### config.mk
export PLATFORM = sky130hd
export DESIGN_NAME = mandel_frame_scheduler
export DESIGN_NICKNAME = d
export VERILOG_FILES = /design/src/rtl/mandel_frame_scheduler.sv
export SDC_FILE = /design/constraint.sdc
export NUM_CORES = 1
export LEC_CHECK = 0
export CORE_MARGIN = 8
export CORE_UTILIZATION = 40
export CTS_BUF_LIST = sky130_fd_sc_hd__clkbuf_4 sky130_fd_sc_hd__clkbuf_8
export CTS_CLUSTER_SIZE = 12
export DETAILED_ROUTE_END_ITERATION = 12
export PLACE_DENSITY = 0.65
export SYNTH_ARGS = -nofsm -noshare
export SYNTH_HDL_FRONTEND = slang
export SYNTH_SLANG_ARGS = --single-unit
### constraint.sdc
create_clock -name CLK -period 2.4 [get_ports CLK]
set_clock_uncertainty 0.1 [all_clocks]
set_input_delay 0.24 -clock CLK [delete_from_list [all_inputs] [get_ports CLK]]
set_output_delay 0.24 -clock CLK [all_outputs]
set_load 0.01 [all_outputs]
### src/rtl/mandel_frame_scheduler.sv
// Raster-order pixel dispatcher for an array of pointGenerator engines; collects
// iteration counts and writes them to the frame buffer at y*H_RES+x.
module mandel_frame_scheduler #(
  parameter int unsigned NUM_ENG = 4,
  parameter int unsigned H_RES   = 640,
  parameter int unsigned V_RES   = 480,
  parameter int unsigned HBI     = 32,
  parameter int unsigned ADDR_W  = 19
) (
  input  logic                   CLK,
  input  logic                   RST_N,
  input  logic                   frame_start,
  output logic                   busy,
  output logic                   frame_done,
  output logic [NUM_ENG-1:0]     eng_start,
  output logic [12*NUM_ENG-1:0]  eng_x,
  output logic [12*NUM_ENG-1:0]  eng_y,
  input  logic [NUM_ENG-1:0]     eng_done,
  input  logic [HBI*NUM_ENG-1:0] eng_iter,
  output logic                   wr_en,
  output logic [ADDR_W-1:0]      wr_addr,
  output logic [HBI-1:0]         wr_data,
  input  logic                   wr_ready
);

  localparam logic [11:0] X_LAST = 12'(H_RES - 1);
  localparam logic [11:0] Y_LAST = 12'(V_RES - 1);
  localparam int unsigned SW     = (NUM_ENG > 1) ? $clog2(NUM_ENG) : 1;

  typedef enum logic [1:0] {T_IDLE, T_RUN, T_DRAIN} top_e;
  typedef enum logic [2:0] {S_WAIT, S_FREE, S_ISSUE, S_GUARD, S_RUN, S_DONE} slot_e;

  top_e                  top_q, top_d;
  slot_e                 slot_q [NUM_ENG];
  slot_e                 slot_d [NUM_ENG];
  logic [ADDR_W-1:0]     saddr_q [NUM_ENG];
  logic [ADDR_W-1:0]     saddr_d [NUM_ENG];
  logic [11:0]           x_q, x_d, y_q, y_d;
  logic [ADDR_W-1:0]     addr_q, addr_d;
  logic [12*NUM_ENG-1:0] ex_q, ex_d, ey_q, ey_d;
  logic                  busy_q, busy_d, fdone_q, fdone_d;
  logic                  wen_q, wen_d;
  logic [ADDR_W-1:0]     waddr_q, waddr_d;
  logic [HBI-1:0]        wdata_q, wdata_d;
  logic [SW-1:0]         wslot_q, wslot_d;

  logic [NUM_ENG-1:0]    disp_sel, load_sel, elig;
  logic                  disp_found, hi_found, lo_found, load_ok, wr_acc, all_free;
  int unsigned           hi_idx, lo_idx, pick;

  assign wr_acc = wen_q && wr_ready;

  // Lowest FREE slot wins dispatch; DONE slots are loaded round-robin after the
  // last loaded slot, skipping the one still sitting in the output register.
  always_comb begin
    disp_sel   = '0;
    disp_found = 1'b0;
    elig       = '0;
    hi_found   = 1'b0;
    lo_found   = 1'b0;
    hi_idx     = 0;
    lo_idx     = 0;
    all_free   = 1'b1;
    for (int unsigned i = 0; i < NUM_ENG; i++) begin
      if (!disp_found && top_q == T_RUN && slot_q[i] == S_FREE) begin
        disp_sel[i] = 1'b1;
        disp_found  = 1'b1;
      end
      elig[i] = (slot_q[i] == S_DONE) && !(wen_q && 32'(wslot_q) == i);
      if (slot_q[i] != S_FREE) all_free = 1'b0;
    end
    for (int unsigned i = 0; i < NUM_ENG; i++) begin
      if (elig[i] && !hi_found && i > 32'(wslot_q)) begin
        hi_found = 1'b1;
        hi_idx   = i;
      end
      if (elig[i] && !lo_found) begin
        lo_found = 1'b1;
        lo_idx   = i;
      end
    end
    pick     = hi_found ? hi_idx : lo_idx;
    load_ok  = (!wen_q || wr_ready) && (|elig);
    load_sel = '0;
    for (int unsigned i = 0; i < NUM_ENG; i++)
      load_sel[i] = load_ok && (i == pick);
  end

  always_comb begin
    top_d   = top_q;
    busy_d  = busy_q;
    fdone_d = 1'b0;
    x_d     = x_q;
    y_d     = y_q;
    addr_d  = addr_q;
    ex_d    = ex_q;
    ey_d    = ey_q;
    slot_d  = slot_q;
    saddr_d = saddr_q;
    wen_d   = wen_q;
    waddr_d = waddr_q;
    wdata_d = wdata_q;
    wslot_d = wslot_q;

    case (top_q)
      T_IDLE: if (frame_start) begin
        top_d  = T_RUN;
        busy_d = 1'b1;
        x_d    = '0;
        y_d    = '0;
        addr_d = '0;
      end
      T_DRAIN: if (all_free && !wen_q) begin
        top_d   = T_IDLE;
        busy_d  = 1'b0;
        fdone_d = 1'b1;
      end
      default: ;
    endcase

    if (|disp_sel) begin
      addr_d = addr_q + ADDR_W'(1);
      if (x_q == X_LAST) begin
        x_d = '0;
        y_d = y_q + 12'd1;
        if (y_q == Y_LAST) top_d = T_DRAIN;
      end else begin
        x_d = x_q + 12'd1;
      end
    end

    for (int unsigned i = 0; i < NUM_ENG; i++) begin
      case (slot_q[i])
        S_WAIT:  if (eng_done[i]) slot_d[i] = S_FREE;
        S_FREE:  if (disp_sel[i]) begin
          slot_d[i]          = S_ISSUE;
          saddr_d[i]         = addr_q;
          ex_d[12*i +: 12]   = x_q;
          ey_d[12*i +: 12]   = y_q;
        end
        S_ISSUE: slot_d[i] = S_GUARD;
        S_GUARD: slot_d[i] = S_RUN;
        S_RUN:   if (eng_done[i]) slot_d[i] = S_DONE;
        S_DONE:  if (wr_acc && 32'(wslot_q) == i) slot_d[i] = S_FREE;
        default: slot_d[i] = S_WAIT;
      endcase
    end

    if (!wen_q || wr_ready) begin
      wen_d = load_ok;
      for (int unsigned i = 0; i < NUM_ENG; i++) begin
        if (load_sel[i]) begin
          waddr_d = saddr_q[i];
          wdata_d = eng_iter[HBI*i +: HBI];
          wslot_d = SW'(i);
        end
      end
    end
  end

  always_ff @(posedge CLK) begin
    if (!RST_N) begin
      top_q   <= T_IDLE;
      busy_q  <= 1'b0;
      fdone_q <= 1'b0;
      x_q     <= '0;
      y_q     <= '0;
      addr_q  <= '0;
      ex_q    <= '0;
      ey_q    <= '0;
      wen_q   <= 1'b0;
      waddr_q <= '0;
      wdata_q <= '0;
      wslot_q <= '0;
      for (int unsigned i = 0; i < NUM_ENG; i++) begin
        slot_q[i]  <= S_WAIT;
        saddr_q[i] <= '0;
      end
    end else begin
      top_q   <= top_d;
      busy_q  <= busy_d;
      fdone_q <= fdone_d;
      x_q     <= x_d;
      y_q     <= y_d;
      addr_q  <= addr_d;
      ex_q    <= ex_d;
      ey_q    <= ey_d;
      wen_q   <= wen_d;
      waddr_q <= waddr_d;
      wdata_q <= wdata_d;
      wslot_q <= wslot_d;
      slot_q  <= slot_d;
      saddr_q <= saddr_d;
    end
  end

  always_comb begin
    eng_start = '0;
    for (int unsigned i = 0; i < NUM_ENG; i++)
      eng_start[i] = (slot_q[i] == S_ISSUE);
  end

  assign busy       = busy_q;
  assign frame_done = fdone_q;
  assign eng_x      = ex_q;
  assign eng_y      = ey_q;
  assign wr_en      = wen_q;
  assign wr_addr    = waddr_q;
  assign wr_data    = wdata_q;

endmodule

==> flow_metrics.env <==
export IMPL_cts_made_buffers=49
export IMPL_dr_wl_met3_mm=4.24
export IMPL_drv_slew=0
export IMPL_ys_async_sr_fraction=0
export IMPL_syn_inst=1570
export IMPL_highest_layer="met4"
export IMPL_synthFlopType="dfxtp_1"
export IMPL_min_delay_path_depth=3
export IMPL_post_drt_via_cell_ratio=5.65
export IMPL_core_um2=32300
export IMPL_synth_avg_cell_area_um2=8.29
export IMPL_ir_drop_mv=0.367
export IMPL_min_path_type="input port to flip-flop"
export IMPL_setup_viol=0
export IMPL_routedWlPerCell_um=19.5
export IMPL_layout_nets=1964
export IMPL_dieArea_um2=38500
export IMPL_crit_fanout=58
export IMPL_totalWireLength_mm=44.9
export IMPL_crit_type="flip-flop to flip-flop"
export IMPL_grt_start_max_net_pins=68
export IMPL_die_h_um=196
export IMPL_ant_nets=0
export IMPL_crit_required_ns=2.72
export IMPL_startpoint_type="flip-flop"
export IMPL_crit_chain="buf_4 -> and3_1 -> a311oi_1 -> o211a_4 -> buf_12 -> nor4b_1 -> a211oi_2"
export IMPL_p_leak_nw=5.69
export IMPL_hold_buffers=0
export IMPL_cp_slowest_cell="dfxtp_1"
export IMPL_synth_distinct_cells=69
export IMPL_io_pins=290
export IMPL_worstRegToRegCells=7
export IMPL_clock_latency_ns=0.57
export IMPL_arrival_ns=2.65
export IMPL_synth_area_um2=13000
export IMPL_yosysSeqAreaShare=0.439
export IMPL_fin_cells=2299
export IMPL_clk_pin_slew_worst_paths_ns=0.06
export IMPL_track_usage=0.221
export IMPL_cts_root_buffer="clkbuf_8"
export IMPL_initial_core_util=0.403
export IMPL_syn_to_final_growth_pct=36.0
export IMPL_port_buffer_count=289
export IMPL_antenna_found_initial=0
export IMPL_grt_setup_unrepaired="no"
export IMPL_status="completed"
export IMPL_max_cap_violations=0
export IMPL_cts_buffer_depth=3
export IMPL_drt_pass1_iter_count=7
export IMPL_dp_cells=2214
export IMPL_grt_pass1_wl_mm=70.4
export IMPL_endpoint_kind="flip-flop"
export IMPL_cts_htree_levels=2
export IMPL_gp_congestion=0.845
export IMPL_slew_headroom=0.487
export IMPL_fill_cells=2965
export IMPL_fmax_ghz=0.429
export IMPL_grt_pass1_vias=12500
export IMPL_drtIter0Drc=778
export IMPL_drc=0
export IMPL_ys_seq_elements=285
export IMPL_syn_nets=1709
export IMPL_dp_hpwl_mm=29.6
export IMPL_die_w_um=196
export IMPL_clkSinkCount=285
export IMPL_worst_pin_slew_ns=0.769
export IMPL_seq_area_um2=5710
export IMPL_vias=13000
export IMPL_min_period_ns=2.33
export IMPL_wl_met2_mm=20.5
export IMPL_tns_ns=0
export IMPL_m1WireLength_mm=19.4
export IMPL_hold_viol=0
export IMPL_power_density_nw_per_um2=575
export IMPL_cts_tree="yes"
export IMPL_yosys_warnings=0
export IMPL_slowest_delay_ns=0.38
export IMPL_synth_edff_count=0
export IMPL_grt_overflow=0
export IMPL_multi_input_area_um2=6650
export IMPL_rows=66
export IMPL_drive_above_1_share=0.142
export IMPL_fin_crit_sh=0.972
## layout make-up
type | count | area share
Inverter | 8 | 0.00198
Sequential cell | 285 | 0.323
Clock inverter | 7 | 0.00410
Antenna cell | 1 | 0.000141
Clock buffer | 75 | 0.0516
Multi-Input combinational cell | 1105 | 0.376
Tap cell | 442 | 0.0313
Timing Repair Buffer | 376 | 0.212
## cells in the final DEF, fill, tap and decap left out, types with 50 or more instances in the layout
cell	Yosys	routed
a221oi_1	51	51
a21oi_1	216	215
o21ai_0	66	66
clkbuf_8	0	56
clkdlybuf4s50_1	0	288
buf_4	3	70
a211oi_2	50	50
o2111ai_1	54	54
dfxtp_1	285	283
nand2_1	383	383
## flip-flops by register name, indices dropped and copies added (netlist names)
signal and count:
addr_q 19, eng_x 48, top_q 2, wslot_q 2
wr_data 32, wr_addr 19, x_q 12, frame_done 1
busy 1, wr_en 1, y_q 12, saddr_q 76
slot_q 12, eng_y 48
## worst max-delay path: cells and delay by family (launching register included)
kind | cells | cell delay, ns
compound gates | 3 | 0.68
buf+inv | 2 | 0.41
flops | 1 | 0.38
simple gates | 2 | 0.55
## worst paths after layout
path / startpoint / to / slack, ns
worst max register to register: wslot_q[1] / wr_addr[16] / 0.07
worst min-delay path: RST_N / slot_q[5] / 0.05
worst min register to register: saddr_q[11] / saddr_q[11] / 0.35
worst max-delay path: wslot_q[1] / wr_addr[16] / 0.07
## per-layer routing
layer	GRT usage	up-vias
li1	-	6198
met1	0.285	6212
met2	0.362	521
met3	0.0626	61
met4	0.0528	0
met5	0	-
## synth_stat cells, types with 3 or more instances
cell type / count / area share
inv_1: 7 / 0.0020
a311oi_1: 10 / 0.0067
o211a_1: 4 / 0.0031
nor4b_1: 51 / 0.034
and3_1: 10 / 0.0048
buf_2: 29 / 0.011
clkbuf_1: 133 / 0.038
nand2b_1: 6 / 0.0029
o41ai_1: 3 / 0.0020
nor2_1: 31 / 0.0089
ha_1: 3 / 0.0029
buf_6: 6 / 0.0052
and2_1: 11 / 0.0053
and4_1: 4 / 0.0027
nand2_1: 383 / 0.11
a31oi_1: 9 / 0.0043
nand4_1: 8 / 0.0038
nand3_1: 22 / 0.0085
or2_2: 5 / 0.0024
a221oi_1: 51 / 0.034
nor4_1: 3 / 0.0014
and3b_1: 3 / 0.0020
nand3b_1: 12 / 0.0069
buf_4: 3 / 0.0017
dfxtp_1: 285 / 0.44
o21ai_0: 66 / 0.025
nor2b_1: 8 / 0.0038
a21oi_1: 216 / 0.083
or3_1: 8 / 0.0038
o2111ai_1: 54 / 0.036
a41oi_1: 6 / 0.0040
nor3b_2: 3 / 0.0029
mux2i_1: 3 / 0.0023
nor3_1: 16 / 0.0062
a211oi_2: 50 / 0.048
a211oi_1: 4 / 0.0023
## per-stage QoR
step | hold slack (ns) | total power, mW | setup slack, ns | util | cell area, um^2
finish | 0.0528 | 10.2 | 0.0678 | 0.548 | 17700
global route | 0.0592 | 10.6 | 0.00433 | 0.548 | 17700
CTS | 0.0306 | 10.3 | 0.00821 | 0.545 | 17600
detailed placement | 0.347 | 5.79 | 0.0417 | 0.514 | 16600
global placement | 0.341 | 5.78 | 0.0634 | 0.514 | 16600
floorplan | 0.285 | 5.29 | 0.113 | - | 13000
## repair_timing
action,in CTS,in global routing
gates resized for setup,0,15
buffers inserted,0,2
setup endpoints to repair,0,69
## cell families after synthesis
| logic type | after synthesis | synth area share |
|---|---|---|
| AO/OA/AOI/OAI | 501 | 0.274 |
| adder cells (fa/ha/maj) | 3 | 0.00289 |
| AND/OR/NAND/NOR | 596 | 0.221 |
| flip-flops | 285 | 0.439 |
| multiplexers | 5 | 0.00404 |
| buffers and inverters | 180 | 0.0592 |
## power breakdown
group / switching, mW / total [mW] / leakage (nW) / internal, mW
registers: 0.0351 / 4.81 / 2.30 / 4.78
clock network: 1.96 / 4.48 / 0.532 / 2.52
logic: 0.474 / 0.884 / 2.86 / 0.410
total: 2.47 / 10.2 / 5.69 / 7.71
(Power assumes the default switching activity.)
